===== config.mk =====
export PLATFORM = sky130hd
export DESIGN_NAME = alu_mem_seq
export DESIGN_NICKNAME = d
export VERILOG_FILES = /design/src/rtl/alu_mem_seq.sv
export SDC_FILE = /design/constraint.sdc
export NUM_CORES = 1
export LEC_CHECK = 0
export BUFFER_PORTS_ARGS = -buffer_cell sky130_fd_sc_hd__buf_4
export CAP_MARGIN = 30
export CELL_PAD_IN_SITES_DETAIL_PLACEMENT = 0
export CELL_PAD_IN_SITES_GLOBAL_PLACEMENT = 1
export CORE_ASPECT_RATIO = 0.7
export CORE_MARGIN = 2
export CORE_UTILIZATION = 48
export CTS_BUF_LIST = sky130_fd_sc_hd__clkbuf_2
export CTS_CLUSTER_DIAMETER = 60
export DETAILED_ROUTE_END_ITERATION = 10
export HOLD_SLACK_MARGIN = 0.1
export PLACE_DENSITY_LB_ADDON = 0.3
export SYNTH_ARGS = -nofsm -noshare
export SYNTH_HDL_FRONTEND = slang
export SYNTH_SLANG_ARGS = --single-unit

===== constraint.sdc =====
create_clock -name clk -period 5.35 [get_ports clk]
set_input_delay 0 -clock clk [delete_from_list [all_inputs] [get_ports clk]]
set_output_delay 0 -clock clk [all_outputs]
set_load 0.005 [all_outputs]

===== src/rtl/alu_mem_seq.sv =====
`default_nettype none
// +----------------------------------------------------------------------------+
// | alu_mem_seq : register-mapped ALU slave with full-width multiply and a     |
// |               restoring iterative divider. ALU_DIVZERO_CNT_EN adds a       |
// |               divide-by-zero counter at address 8.                         |
// | Revision    : 1.0                                                          |
// +----------------------------------------------------------------------------+
module alu_mem_seq #(
   parameter int DATA_WIDTH = 8,
   parameter int ADDR_WIDTH = 8
) (
   input  logic                      clk,
   input  logic                      reset,
   input  logic                      enable,
   input  logic                      rd_wr,
   input  logic [ADDR_WIDTH-1:0]     addr,
   input  logic [DATA_WIDTH-1:0]     wr_data,
   output logic [DATA_WIDTH-1:0]     rd_data,
   output logic [2*DATA_WIDTH-1:0]   res_out,
   output logic                      busy,
   output logic                      done
);

   localparam int W  = DATA_WIDTH;
   localparam int RW = 2 * DATA_WIDTH;
   localparam int CW = $clog2(DATA_WIDTH + 1);

   localparam logic [1:0] IDLE   = 2'd0;
   localparam logic [1:0] EXEC   = 2'd1;
   localparam logic [1:0] DIV    = 2'd2;
   localparam logic [1:0] FINISH = 2'd3;

   logic [1:0]    state;
   logic [W-1:0]  reg_a;
   logic [W-1:0]  reg_b;
   logic [2:0]    reg_op;
   logic [2:0]    op_q;
   logic [RW-1:0] old_res;
   logic          err;
   logic [W-1:0]  divisor;
   logic [W-1:0]  quo;
   logic [W-1:0]  rem;
   logic [CW-1:0] div_cnt;

   logic          wr_en;
   logic          rd_en;
   logic          is_div;
   logic [W:0]    div_shift;
   logic [W:0]    div_diff;
   logic          div_ge;
   logic [RW-1:0] single_res;
   logic [W-1:0]  rd_next;

   assign wr_en  = enable & ~rd_wr;
   assign rd_en  = enable & rd_wr;
   assign busy   = (state != IDLE);
   assign is_div = (reg_op == 3'd4) || (reg_op == 3'd5);

   // One restoring step: bring down the next dividend bit, subtract if it fits.
   assign div_shift = {rem, quo[W-1]};
   assign div_diff  = div_shift - {1'b0, divisor};
   assign div_ge    = ~div_diff[W];

   always_comb begin
      single_res = '0;
      case (reg_op)
         3'd1:    single_res = RW'(reg_a) + RW'(reg_b);
         3'd2:    single_res = RW'(reg_a) - RW'(reg_b);
         3'd3:    single_res = RW'(reg_a) * RW'(reg_b);
         3'd6:    single_res = RW'(reg_a & reg_b);
         3'd7:    single_res = RW'(reg_a ^ reg_b);
         default: single_res = '0;
      endcase
   end

`ifdef ALU_DIVZERO_CNT_EN
   logic [7:0] dz_cnt;
   logic       dz_done;

   assign dz_done = (state == EXEC) && is_div && (reg_b == '0);

   always_ff @(posedge clk) begin
      if (reset) begin
         dz_cnt <= '0;
      end else if (wr_en && (addr == ADDR_WIDTH'(8))) begin
         dz_cnt <= '0;
      end else if (dz_done && (dz_cnt != 8'hFF)) begin
         dz_cnt <= dz_cnt + 8'd1;
      end
   end
`endif

   always_comb begin
      rd_next = '0;
      case (addr)
         ADDR_WIDTH'(0): rd_next = reg_a;
         ADDR_WIDTH'(1): rd_next = reg_b;
         ADDR_WIDTH'(2): rd_next = W'(reg_op);
         ADDR_WIDTH'(4): rd_next = W'({err, busy});
         ADDR_WIDTH'(5): rd_next = res_out[W-1:0];
         ADDR_WIDTH'(6): rd_next = res_out[RW-1:W];
         ADDR_WIDTH'(7): rd_next = old_res[W-1:0];
`ifdef ALU_DIVZERO_CNT_EN
         ADDR_WIDTH'(8): rd_next = W'(dz_cnt);
`endif
         default:        rd_next = '0;
      endcase
   end

   always_ff @(posedge clk) begin
      if (reset) begin
         state   <= IDLE;
         reg_a   <= '0;
         reg_b   <= '0;
         reg_op  <= '0;
         op_q    <= '0;
         old_res <= '0;
         res_out <= '0;
         err     <= 1'b0;
         done    <= 1'b0;
         rd_data <= '0;
         divisor <= '0;
         quo     <= '0;
         rem     <= '0;
         div_cnt <= '0;
      end else begin
         done <= 1'b0;
         if (rd_en) begin
            rd_data <= rd_next;
         end
         if (wr_en && !busy) begin
            if (addr == ADDR_WIDTH'(0)) reg_a  <= wr_data;
            if (addr == ADDR_WIDTH'(1)) reg_b  <= wr_data;
            if (addr == ADDR_WIDTH'(2)) reg_op <= wr_data[2:0];
         end
         case (state)
            IDLE: begin
               if (wr_en && (addr == ADDR_WIDTH'(3)) && wr_data[0]) begin
                  state <= EXEC;
               end
            end
            EXEC: begin
               op_q <= reg_op;
               if (is_div && (reg_b != '0)) begin
                  divisor <= reg_b;
                  quo     <= reg_a;
                  rem     <= '0;
                  div_cnt <= CW'(W - 1);
                  state   <= DIV;
               end else begin
                  old_res <= res_out;
                  res_out <= is_div ? {RW{1'b1}} : single_res;
                  err     <= is_div;
                  done    <= 1'b1;
                  state   <= IDLE;
               end
            end
            DIV: begin
               rem <= div_ge ? div_diff[W-1:0] : div_shift[W-1:0];
               quo <= {quo[W-2:0], div_ge};
               if (div_cnt == '0) begin
                  state <= FINISH;
               end else begin
                  div_cnt <= div_cnt - CW'(1);
               end
            end
            FINISH: begin
               old_res <= res_out;
               res_out <= (op_q == 3'd4) ? RW'(quo) : RW'(rem);
               err     <= 1'b0;
               done    <= 1'b1;
               state   <= IDLE;
            end
            default: state <= IDLE;
         endcase
      end
   end

endmodule
`default_nettype wire


## Word level (Yosys, flattened, before mapping)

Index checks and enable logic that the tools add are counted.

| cells by class | value |
|---|---|
| add/subtract/negate cells | 4 |
| multiply operators | 1 |
| eq/ne operators | 23 |
| multiplexer cells | 24 |
| bitwise logic cells | 6 |
| reduce and logical (&&, ||, !) cells | 21 |

Operators by type and width:

| operator | count |
|---|---|
| $pmux 16 s5 | 1 |
| $pmux 8 s7 | 1 |
| $pmux 8 s2 | 3 |
| $mux 8 | 5 |
| $eq 8x3->1 const B | 4 |
| $mux 16 | 2 |
| $pmux 16 s2 | 1 |
| $eq 8x2->1 const B | 2 |
| $mul 8x8->16 | 1 |
| $eq 3x3->1 const B | 5 |
| $reduce_and 2->1 | 7 |
| $ne 2x2->1 const B | 5 |
| $add 8x8->9 | 1 |
| $sub 8x8->9 | 1 |
| $sub 9x8->9 | 1 |
| $and 8x8->8 | 1 |
| $eq 8x1->1 const B | 1 |
| $logic_not 8->1 | 1 |
| $mux 4 | 2 |
| $pmux 2 s4 | 1 |
| $pmux 4 s2 | 1 |
| $reduce_bool 8->1 | 1 |
| $xor 8x8->8 | 1 |
| $eq 3x2->1 const B | 2 |
| other kinds (16) | 28 |

| word-level totals | value |
|---|---|
| register bits | 86 |
| input bits | 20 |
| logic and storage cells | 93 |

## Depth between registers and ports, before layout

Gate-level depths: netlist of run 1.

| depth | value |
|---|---|
| depth after elaboration | 6 |
| depth in mapped cells | 19 |
| gate-level depth less buffers | 17 |

## Worst setup path after synthesis of run 1

OpenSTA, ideal clock, no wires.

| timing | value |
|---|---|
| kind | reg-to-reg |
| from | register reg_a[1] |
| to | register res_out[12] |
| arrival time | 4.436 ns |
| setup slack | 0.776 ns |
| cell stages (with the launch flop) | 16 |
| buffers on the path | 1 |
| period minus slack after synthesis | 4.574 ns |
| path through | dfxtp_1 -> clkbuf_1 -> nand2_1 -> fa_1 -> fa_1 -> inv_1 -> fa_1 -> inv_1 -> fa_1 -> inv_1 -> ha_1 -> or2_2 -> a311o_1 -> a41oi_1 -> xor2_1 -> o221ai_1 |

| between the ends | value |
|---|---|
| cells in the longest elaborated chain, start to end | 5 |
| elaborated cells on any way between the ends | 6 |
| classes of those cells | add/sub: 1; mul: 1; mux: 4 |

Ends and longest elaborated chain:

| element | RTL line | RTL |
|---|---|---|
| start, declared | 34 | `logic [W-1:0] reg_a;` |
| start signal, assigned | 132 | `if (addr == ADDR_WIDTH'(0)) reg_a <= wr_data;` |
| $mul 8x8->16 or $sub 8x8->9 (tied branches) | 69, 68 |  |
| $pmux 16 s5 * | 66 | `case (reg_op)` |
| $mux 16 * | 152 | `res_out <= is_div ? {RW{1'b1}} : single_res;` |
| $mux 16 * | 144 | `if (is_div && (reg_b != '0)) begin` |
| $pmux 16 s2 * | 136 | `case (state)` |
| end signal, assigned | 152 |  |
| end signal, assigned | 169 | `res_out <= (op_q == 3'd4) ? RW'(quo) : RW'(rem);` |
| end, declared | 19 | `output logic [2*DATA_WIDTH-1:0] res_out,` |

Every way passes the cells marked *; elsewhere a longest branch is shown, timed or not. The select of a mux whose other input is x is not followed.
A chain may end at the register's enable or synchronous reset.

## Worst setup path after layout of run 1

| timing | value |
|---|---|
| from | register reg_a[2] |
| to | register res_out[8] |

| between the ends | value |
|---|---|
| cells in the longest elaborated chain, start to end | 5 |
| elaborated cells on any way between the ends | 7 |
| classes of those cells | add/sub: 2; mul: 1; mux: 4 |

Ends and longest elaborated chain:

| element | RTL line | RTL |
|---|---|---|
| $mul 8x8->16 (tied with other cells) | 69 | `3'd3: single_res = RW'(reg_a) * RW'(reg_b);` |
| $pmux 16 s5 * | 66 |  |
| $mux 16 * | 152 |  |
| $mux 16 * | 144 |  |
| $pmux 16 s2 * | 136 |  |

Marks and branches as above.

==> results of run 1 <==
area by class of cell:
class / count / share of cell area
clock inverters: 7 / 0.007804
multi-input cells: 687 / 0.6311
repair buffers: 76 / 0.07590
well taps: 200 / 0.03060
flip-flops and latches: 86 / 0.2106
clock buffers: 9 / 0.005509
inverters: 84 / 0.03856
flip-flops by register name, summed over array words and instances (netlist names), named ones only:
signal   cells
reg_op       3
reg_b        8
reg_a        8
old_res      8
res_out     16
done         1
rd_data      8
quo          8
state        1
err          1
divisor      8
op_q         3
div_cnt      4
rem          8
kinds of logic (layout without fill, tap and decap cells):
logic type,count (synthesis),after routing,synth area share
compound gates,224,224,0.2039
xor+xnor,18,18,0.02115
fa+ha+maj,100,100,0.2071
buf+inv,145,176,0.07687
flops,86,86,0.2309
mux,40,40,0.05589
simple gates,305,305,0.2041
report_power, final:
part / internal (mW) / total (mW) / switching (mW)
Combinational: 0.0228 / 0.0549 / 0.0321
Clock: 0.0737 / 0.352 / 0.279
Sequential: 0.644 / 0.644 / 0.000370
Total: 0.740 / 1.05 / 0.311
worst min path at each step:
| stage | slack, ps | start | to |
|---|---|---|---|
| 6_report | 150 | wr_data[5] | reg_b[5]$_SDFFE_PP0P_ |
| 5_1_grt | 130 | wr_data[5] | reg_a[5]$_SDFFE_PP0P_ |
| 2_1_floorplan | 140 | wr_data[0] | reg_a[0]$_SDFFE_PP0P_ |
| 3_5_place_dp | 250 | wr_data[5] | reg_a[5]$_SDFFE_PP0P_ |
| 3_3_place_gp | 250 | wr_data[6] | reg_a[6]$_SDFFE_PP0P_ |
| 4_1_cts | 110 | wr_data[5] | reg_a[5]$_SDFFE_PP0P_ |
synthesized netlist by cell type (14+ instances only):
master     n  share of area
ha_1      61           0.10
a21oi_1   65          0.044
and2_1    43          0.036
buf_2     14         0.0094
dfxtp_1   86           0.23
clkbuf_1  40          0.020
o21ai_0   28          0.019
fa_1      39           0.10
mux2i_1   27          0.036
nor3_1    16          0.011
nand3_1   14         0.0094
inv_1     84          0.042
nand2_1   93          0.047
nor2_1    76          0.038
per-stage QoR:
step,std cells,setup slack [ps]
after global placement,1113,657.4
after floorplan,918,776.2
after CTS,1149,629.8
after detailed placement,1113,615.4
after global routing,1149,310.2
final,1149,590.3
per-layer routing:
metal  wire, µm  global-route usage  up-vias
li1           -                   -     3242
met1      11410              0.4444     3260
met2       9169              0.3921      274
met3       1924             0.05371       23
met4        287             0.04894        0
met5          0                   0        -
worst max-delay path, cell delays in order (launching register included):
cell,delay [ps]
dfxtp_1,720
and2_1,230
fa_1,460
fa_1,520
fa_1,550
inv_1,60
fa_1,530
inv_1,40
ha_1,360
inv_1,100
or4_1,520
a31oi_1,310
nor4_1,150
o22ai_1,190
layout by cell type, fill, tap and decap left out, types with 10 or more instances in the layout:
cell type       n
xor2_1         10
nand2_1        93
and2_1         43
dfxtp_1        86
nand3_1        14
a31oi_1        13
nor3_1         16
o21ai_0        28
inv_1          84
ha_1           61
a21oi_1        65
dlygate4sd3_1  20
mux2_2         13
nor2_1         76
nor2b_1        12
a211oi_1       13
mux2i_1        27
fa_1           39
buf_4          56
a21o_1         11
repair_timing:
| item | 4_1_cts | 5_1_grt |
|---|---|---|
| hold buffers | 20 | 0 |
| endpoints found under the hold margin | 59 | 0 |
| setup endpoints to repair | 0 | 0 |
==> results.sh, run 1 <==
export IMPL_r2r_start="reg_a[2]$_SDFFE_PP0P_"
export IMPL_drc=0
export IMPL_initial_core_util=0.4854
export IMPL_crit_required_ps=5910
export IMPL_totalWireLength_um=22790
export IMPL_setup_tns_ps=0
export IMPL_worstMarginPinSlew_ps=953.0
export IMPL_antenna_found_initial=0
export IMPL_grt_pass1_vias=6396
export IMPL_drive_above_1_share=0.1085
export IMPL_die_w_um=153.0
export IMPL_fin_crit_sh=0.8897
export IMPL_grtUsageTotal=0.2802
export IMPL_drt_pass1_iterations=5
export IMPL_viasPerCell=5.917
export IMPL_drt_iter0_drc=728
export IMPL_peakVddDrop_v=0.00009538
export IMPL_synth_area_per_cell_um2=8.121
export IMPL_wl_per_cell_um=19.83
export IMPL_crit_path_end_kind="flop"
export IMPL_hold_path_class="input pin to flop"
export IMPL_ios=46
export IMPL_min_path_cells=4
export IMPL_critPathCapture="res_out[8]$_SDFFE_PP0P_"
export IMPL_clkTransAtPathRegs_ps=310
export IMPL_gr_total_overflow=0
export IMPL_fin_skew_ps=47.30
export IMPL_total_power_mw=1.051
export IMPL_maxCapViolations=0
export IMPL_clockBufferDepth=2
export IMPL_ys_types=71
export IMPL_power_density_nw_per_um2=128.6
export IMPL_cts_sinks=86
export IMPL_rows=38
export IMPL_ys_async_sr_fraction=0
export IMPL_cp_startpoint="reg_a[2]$_SDFFE_PP0P_"
export IMPL_fmax_ghz=0.2101
export IMPL_die_h_um=108.3
export IMPL_worst_setup_path_start_kind="flop"
export IMPL_diodes=0
export IMPL_status="finished clean"
export IMPL_clkLatencyLatePin_ps=610
export IMPL_core_region_area_um2=15360
export IMPL_htree_levels=3
export IMPL_fin_util=0.5324
export IMPL_final_net_count=1064
export IMPL_ys_flop_type="dfxtp_1"
export IMPL_slew_violations=0
export IMPL_grt_pass1_wl_um=36410
export IMPL_netlist_instances=918
export IMPL_rsz0062_at_grt="false"
export IMPL_port_buffer_count=45
export IMPL_criticalPathCategory="flop to flop"
export IMPL_holdWs_ps=147.2
export IMPL_syn2layout_area_growth_pct=9.684
export IMPL_finalSetupViolCount=0
export IMPL_tritoncts="done"
export IMPL_drtAntennaViolNets=0
export IMPL_vias=6799
export IMPL_reg2reg_depth=13
export IMPL_finalHoldViolations=0
export IMPL_gp_congestion=0.9094
export IMPL_ys_ff_latch=86
export IMPL_cts_buffers=9
export IMPL_syn_cell_area_um2=7455
export IMPL_die_area_um2=16560
export IMPL_worstPathArrival_ps=5320
export IMPL_grt_max_degree=52
export IMPL_root_buffer="clkbuf_2"
export IMPL_power_static_leakage_nw=3.549
export IMPL_synth_edf_count=0
export IMPL_ys_warn_count=0
export IMPL_place_area_um2=7868
export IMPL_final_cell_area_um2=8177
export IMPL_post_cts_setup_buffers=0
export IMPL_slew_headroom=0.3613
export IMPL_ctsResizeCount=0
export IMPL_multiInputGateArea_um2=5160
export IMPL_fill_cells=1464
export IMPL_timing_rr_end="res_out[8]$_SDFFE_PP0P_"
export IMPL_r2r_slack_ps=590
export IMPL_seq_area_frac_synth=0.2309
export IMPL_fin_crit_ps=4760
export IMPL_critPathMaxFanout=12
export IMPL_syn_nets=1038
export IMPL_final_seq_area_um2=1722
export IMPL_post_dp_hpwl_um=17360
No activity file was read; power rests on OpenSTA's default activity.
==> run 2: changes to the inputs <==
--- a/config.mk
+++ b/config.mk
@@ -16,7 +16,7 @@
 export CTS_CLUSTER_DIAMETER = 60
 export DETAILED_ROUTE_END_ITERATION = 10
 export HOLD_SLACK_MARGIN = 0.1
-export PLACE_DENSITY_LB_ADDON = 0.3
+export PLACE_DENSITY = 0.91
 export SYNTH_ARGS = -nofsm -noshare
 export SYNTH_HDL_FRONTEND = slang
 export SYNTH_SLANG_ARGS = --single-unit
==> run 2 against run 1 <==
Against the previous run:
- core utilization rose by 0.17 points
- critical endpoint is now res_out[12]$_SDFFE_PP0P_
- register-to-register slack got worse by 200 ps
- maximum frequency fell by 3.9%
==> results.sh, run 2 (synthesis results as in run 1) <==
export IMPL_status="finished clean"
export IMPL_totalWireLength_um=22390
export IMPL_grt_pass1_vias=6214
export IMPL_fill_cells=1488
export IMPL_crit_path_end_kind="flop"
export IMPL_cp_startpoint="reg_a[3]$_SDFFE_PP0P_"
export IMPL_crit_required_ps=5830
export IMPL_die_w_um=153.0
export IMPL_largest_reg_flops=16
export IMPL_drtAntennaViolNets=0
export IMPL_post_dp_hpwl_um=16760
export IMPL_crit_top_cell="fa_1"
export IMPL_tritoncts="done"
export IMPL_fin_crit_sh=0.9262
export IMPL_final_cell_area_um2=8203
export IMPL_cts_sinks=86
export IMPL_worstPathArrival_ps=5430
export IMPL_drive_above_1_share=0.1090
export IMPL_crit_path_max_incr_delay_ps=680
export IMPL_viasPerCell=5.940
export IMPL_holdCritStartpoint="wr_data[6]"
export IMPL_grtUsageTotal=0.2735
export IMPL_layout_cells_non_filler=1154
export IMPL_port_buffer_count=45
export IMPL_worstMarginPinSlew_ps=1043
export IMPL_cts_buffers=9
export IMPL_die_area_um2=16560
export IMPL_cp_slowest_cell="dfxtp_1"
export IMPL_placed_cells=1115
export IMPL_clockBufferDepth=2
export IMPL_diodes=0
export IMPL_peakVddDrop_v=0.0001045
export IMPL_ctsResizeCount=0
export IMPL_path_buf_inv=2
export IMPL_drc=0
export IMPL_wl_per_cell_um=19.40
export IMPL_maxCapViolations=0
export IMPL_final_cell_mix="nand2_1 (93), dfxtp_1 (86), inv_1 (84)"
export IMPL_finalSetupViolCount=0
export IMPL_r2r_slack_ps=390
export IMPL_antenna_found_initial=0
export IMPL_critPathTopFamily="adder cells"
export IMPL_fin_skew_ps=12.70
export IMPL_gr_total_overflow=0
export IMPL_critical_path_cell_chain="and2_1 -> fa_1 -> fa_1 -> fa_1 -> inv_1 -> fa_1 -> inv_1 -> ha_1 -> a2111oi_0 -> o21ai_0 -> a41oi_1 -> xor2_1 -> o221ai_1"
export IMPL_slew_violations=0
export IMPL_power_static_leakage_nw=3.559
export IMPL_critPathMaxFanout=12
export IMPL_initial_core_util=0.4854
export IMPL_timing_rr_end="res_out[12]$_SDFFE_PP0P_"
export IMPL_place_area_um2=7883
export IMPL_fin_util=0.5341
export IMPL_worst_setup_path_start_kind="flop"
export IMPL_die_h_um=108.3
export IMPL_largest_register="res_out"
export IMPL_syn2layout_area_growth_pct=10.04
export IMPL_slew_headroom=0.3047
export IMPL_vias=6855
export IMPL_clkLatencyLatePin_ps=570
export IMPL_ios=46
export IMPL_rsz0062_at_grt="false"
export IMPL_root_buffer="clkbuf_2"
export IMPL_clkTransAtPathRegs_ps=260
export IMPL_criticalPathCategory="flop to flop"
export IMPL_htree_levels=3
export IMPL_finalHoldViolations=0
export IMPL_hold_path_class="input pin to flop"
export IMPL_final_net_count=1069
export IMPL_fmax_ghz=0.2018
export IMPL_setup_tns_ps=0
export IMPL_grt_pass1_wl_um=35320
export IMPL_drt_pass1_iterations=5
export IMPL_fin_crit_ps=4955
export IMPL_drt_iter0_drc=705
export IMPL_r2r_start="reg_a[3]$_SDFFE_PP0P_"
export IMPL_critPathCapture="res_out[12]$_SDFFE_PP0P_"
export IMPL_power_density_nw_per_um2=124.3
export IMPL_post_cts_setup_buffers=0
export IMPL_core_region_area_um2=15360
export IMPL_final_common_cell="nand2_1"
export IMPL_grt_max_degree=57
export IMPL_reg2reg_depth=13
export IMPL_path_depth=13
export IMPL_gp_congestion=0.9538
export IMPL_rows=38
[run 2: worst register-to-register path, cell delays in order, from the launching register on]
cell and delay (ps):
dfxtp_1 680, and2_1 230, fa_1 450, fa_1 520, fa_1 550, inv_1 60
fa_1 530, inv_1 40, ha_1 350, a2111oi_0 490, o21ai_0 340, a41oi_1 320
xor2_1 180, o221ai_1 130
[run 2: timing repair]
item / 4_1_cts / 5_1_grt
hold buffers: 23 / 0
endpoints found under the setup margin: 0 / 0
hold endpoints to repair: 44 / 0
[run 2: worst min path at each step]
stage | to | cells after the start
detailed placement | reg_b[6]$_SDFFE_PP0P_ | 3
finish | reg_b[6]$_SDFFE_PP0P_ | 4
global route | reg_b[6]$_SDFFE_PP0P_ | 4
floorplan | reg_a[0]$_SDFFE_PP0P_ | 2
CTS | reg_b[7]$_SDFFE_PP0P_ | 4
global placement | reg_b[5]$_SDFFE_PP0P_ | 3
[run 2: area by class of cell]
cell class	count	area (µm²)	area share
multi-input cells	687	5160	0.6290
flip-flops and latches	86	1722	0.2099
repair buffers	81	665.6	0.08115
inverters	84	315.3	0.03844
well taps	200	250.2	0.03051
clock buffers	11	55.05	0.006711
clock inverters	5	35.03	0.004271
[run 2: metal layers]
metal | GRT usage | wire [µm] | share of wire
met5 | 0 | 0 | 0
met4 | 0.05357 | 335 | 0.015
met3 | 0.04569 | 2071 | 0.093
met2 | 0.3840 | 9035 | 0.40
met1 | 0.4348 | 10940 | 0.49
[run 2: power by group]
| group | internal, mW | leakage (nW) | switching [mW] |
|---|---|---|---|
| Sequential | 0.643 | 0.692 | 0.000331 |
| Combinational | 0.0241 | 2.81 | 0.0324 |
| Clock | 0.0646 | 0.0522 | 0.255 |
[run 2: through the flow]
step                      setup slack, ps  hold WS (ps)  power [mW]
final                               394.6         223.2       1.019
after global routing                97.66         187.2       1.046
after CTS                           436.9         195.8       1.018
after detailed placement            489.8         259.2      0.7008
after global placement              573.9         248.3      0.7010
after floorplan                     776.2         143.9      0.6796
==> run 3: changes to the inputs <==
--- a/config.mk
+++ b/config.mk
@@ -16,7 +16,9 @@
 export CTS_CLUSTER_DIAMETER = 60
 export DETAILED_ROUTE_END_ITERATION = 10
 export HOLD_SLACK_MARGIN = 0.1
+export MAX_ROUTING_LAYER = met4
 export PLACE_DENSITY = 0.91
+export SLEW_MARGIN = 20
 export SYNTH_ARGS = -nofsm -noshare
 export SYNTH_HDL_FRONTEND = slang
 export SYNTH_SLANG_ARGS = --single-unit
==> run 3 against run 2 <==
Against the previous run:
- via count increased by 0.96%
- largest power group unchanged
- sequential cell count unchanged
- clock skew increased by 44 ps
- global-route usage increased by 0.86 points
- sequential share of layout area about the same
- largest cell class unchanged
- critical endpoint unchanged
- non-clock buffer count decreased by 1
- die area unchanged
- final cell count about the same
- register-to-register slack improved by 170 ps
==> results.sh, run 3 (synthesis results as in run 1) <==
export IMPL_status="finished clean"
export IMPL_crit_required_ps=5850
export IMPL_fin_crit_ps=4785
export IMPL_final_cell_mix="nand2_1 (93), dfxtp_1 (86), inv_1 (84)"
export IMPL_place_area_um2=7883
export IMPL_antenna_found_initial=0
export IMPL_power_share_switching=0.2929
export IMPL_wl_per_cell_um=19.47
export IMPL_drt_pass1_iterations=5
export IMPL_power_internal_mw=0.7349
export IMPL_fin_skew_ps=57.07
export IMPL_worstPathArrival_ps=5280
export IMPL_net_switching_power_mw=0.3044
export IMPL_post_cts_setup_buffers=0
export IMPL_crit_path_max_incr_delay_ps=670
export IMPL_clkLatencyLatePin_ps=610
export IMPL_final_common_cell="nand2_1"
export IMPL_finalSetupViolCount=0
export IMPL_root_buffer="clkbuf_2"
export IMPL_cp_slowest_cell="dfxtp_1"
export IMPL_power_density_nw_per_um2=126.7
export IMPL_core_region_area_um2=15360
export IMPL_met1_usage=0.4379
export IMPL_power_static_leakage_nw=3.557
export IMPL_die_w_um=153.0
export IMPL_grt_util_met2=0.3741
export IMPL_ctsResizeCount=0
export IMPL_vias=6921
export IMPL_slew_headroom=0.3881
export IMPL_grt_max_degree=68
export IMPL_post_dp_hpwl_um=16820
export IMPL_finalHoldViolations=0
export IMPL_grt_pass1_wl_um=35310
export IMPL_fmax_ghz=0.2090
export IMPL_maxCapViolations=0
export IMPL_htree_levels=3
export IMPL_drc=0
export IMPL_setup_tns_ps=0
export IMPL_gr_total_overflow=0
export IMPL_largest_register="res_out"
export IMPL_rsz0062_at_grt="false"
export IMPL_power_frac_seq=0.620
export IMPL_grtUsageTotal=0.2821
export IMPL_clockBufferDepth=2
export IMPL_worstMarginPinSlew_ps=913.0
export IMPL_initial_core_util=0.4854
export IMPL_fin_crit_sh=0.8945
export IMPL_ios=46
export IMPL_hold_path_class="input pin to flop"
export IMPL_die_area_um2=16560
export IMPL_total_power_mw=1.039
export IMPL_grt_pass1_vias=6227
export IMPL_pwr_share_comb=0.055
export IMPL_grt_busiest_layer="met1"
export IMPL_cts_sinks=86
export IMPL_die_h_um=108.3
export IMPL_syn2layout_area_growth_pct=10.05
export IMPL_tritoncts="done"
export IMPL_slew_violations=0
export IMPL_pwr_share_clk=0.326
export IMPL_cts_buffers=9
export IMPL_port_buffer_count=45
export IMPL_clkTransAtPathRegs_ps=290
export IMPL_drtAntennaViolNets=0
export IMPL_cts_hold_buffers=22
export IMPL_totalWireLength_um=22450
export IMPL_largest_reg_flops=16
export IMPL_drt_iter0_drc=777
export IMPL_worst_setup_path_start_kind="flop"
export IMPL_final_net_count=1068
export IMPL_rows=38
export IMPL_critical_path_cell_chain="nand2_1 -> fa_1 -> fa_1 -> inv_1 -> fa_1 -> inv_1 -> fa_1 -> inv_1 -> ha_1 -> or2_2 -> a311o_1 -> a41oi_1 -> xor2_1 -> o221ai_1"
export IMPL_drive_above_1_share=0.1091
export IMPL_met3_usage=0.04649
export IMPL_crit_top_cell="fa_1"
export IMPL_viasPerCell=6.003
export IMPL_criticalPathCategory="flop to flop"
export IMPL_final_cell_area_um2=8204
export IMPL_diodes=0
export IMPL_critPathMaxFanout=13
export IMPL_crit_path_end_kind="flop"
export IMPL_peakVddDrop_v=0.0001167
export IMPL_gp_congestion=0.9559
-- run 3: final cells by class --
| cell class | count | area, µm² |
|---|---|---|
| clock inverter | 7 | 56.30 |
| inverter | 84 | 315.3 |
| timing repair buffer | 80 | 655.6 |
| fill | 1446 | 7153 |
| tap | 200 | 250.2 |
| sequential | 86 | 1722 |
| multi-input combinational | 687 | 5160 |
| clock buffer | 9 | 45.04 |
-- run 3: path summary, 6_finish.rpt --
check	depth (start not counted)	to	startpoint	slack (ps)
worst min register to register	2	old_res[4]$_SDFFE_PP0P_	old_res[4]$_SDFFE_PP0P_	470
worst max register to register	14	res_out[12]$_SDFFE_PP0P_	reg_b[7]$_SDFFE_PP0P_	560
worst max-delay path	14	res_out[12]$_SDFFE_PP0P_	reg_b[7]$_SDFFE_PP0P_	560
worst min-delay path	4	reg_a[6]$_SDFFE_PP0P_	wr_data[6]	180
-- run 3: per-stage QoR --
stage / worst slack (ps) / utilization / std cells / hold WS [ps]
floorplan: 776.2 / - / 918 / 143.9
global placement: 681.5 / 0.5133 / 1115 / 255.1
detailed placement: 588.8 / 0.5133 / 1115 / 262.8
CTS: 560.7 / 0.5342 / 1153 / 158.1
global route: 272.8 / 0.5342 / 1153 / 171.3
finish: 564.6 / 0.5342 / 1153 / 179.9
-- run 3: routing by layer --
metal,share of wire,vias up
met5,0,-
met4,0.017,0
met3,0.086,30
met2,0.40,317
met1,0.50,3313
li1,-,3261
-- run 3: critical path: cells and delay by family (launching register included) --
family | cells | cell delay, ps
DFF | 1 | 670
and+or+nand+nor | 2 | 470
AOI/OAI and AO/OA | 3 | 780
adders and majority gates | 5 | 2450
xor gates and xnor gates | 1 | 180
buffers and inverters | 3 | 150
-- run 3: power groups by stage --
stage / Sequential, mW / Clock, mW / Combinational (mW)
global route: 0.645 / 0.365 / 0.0596
finish: 0.644 / 0.339 / 0.0569
CTS: 0.644 / 0.339 / 0.0558
detailed placement: 0.655 / 0 / 0.0464
global placement: 0.655 / 0 / 0.0465
floorplan: 0.655 / 0 / 0.0249
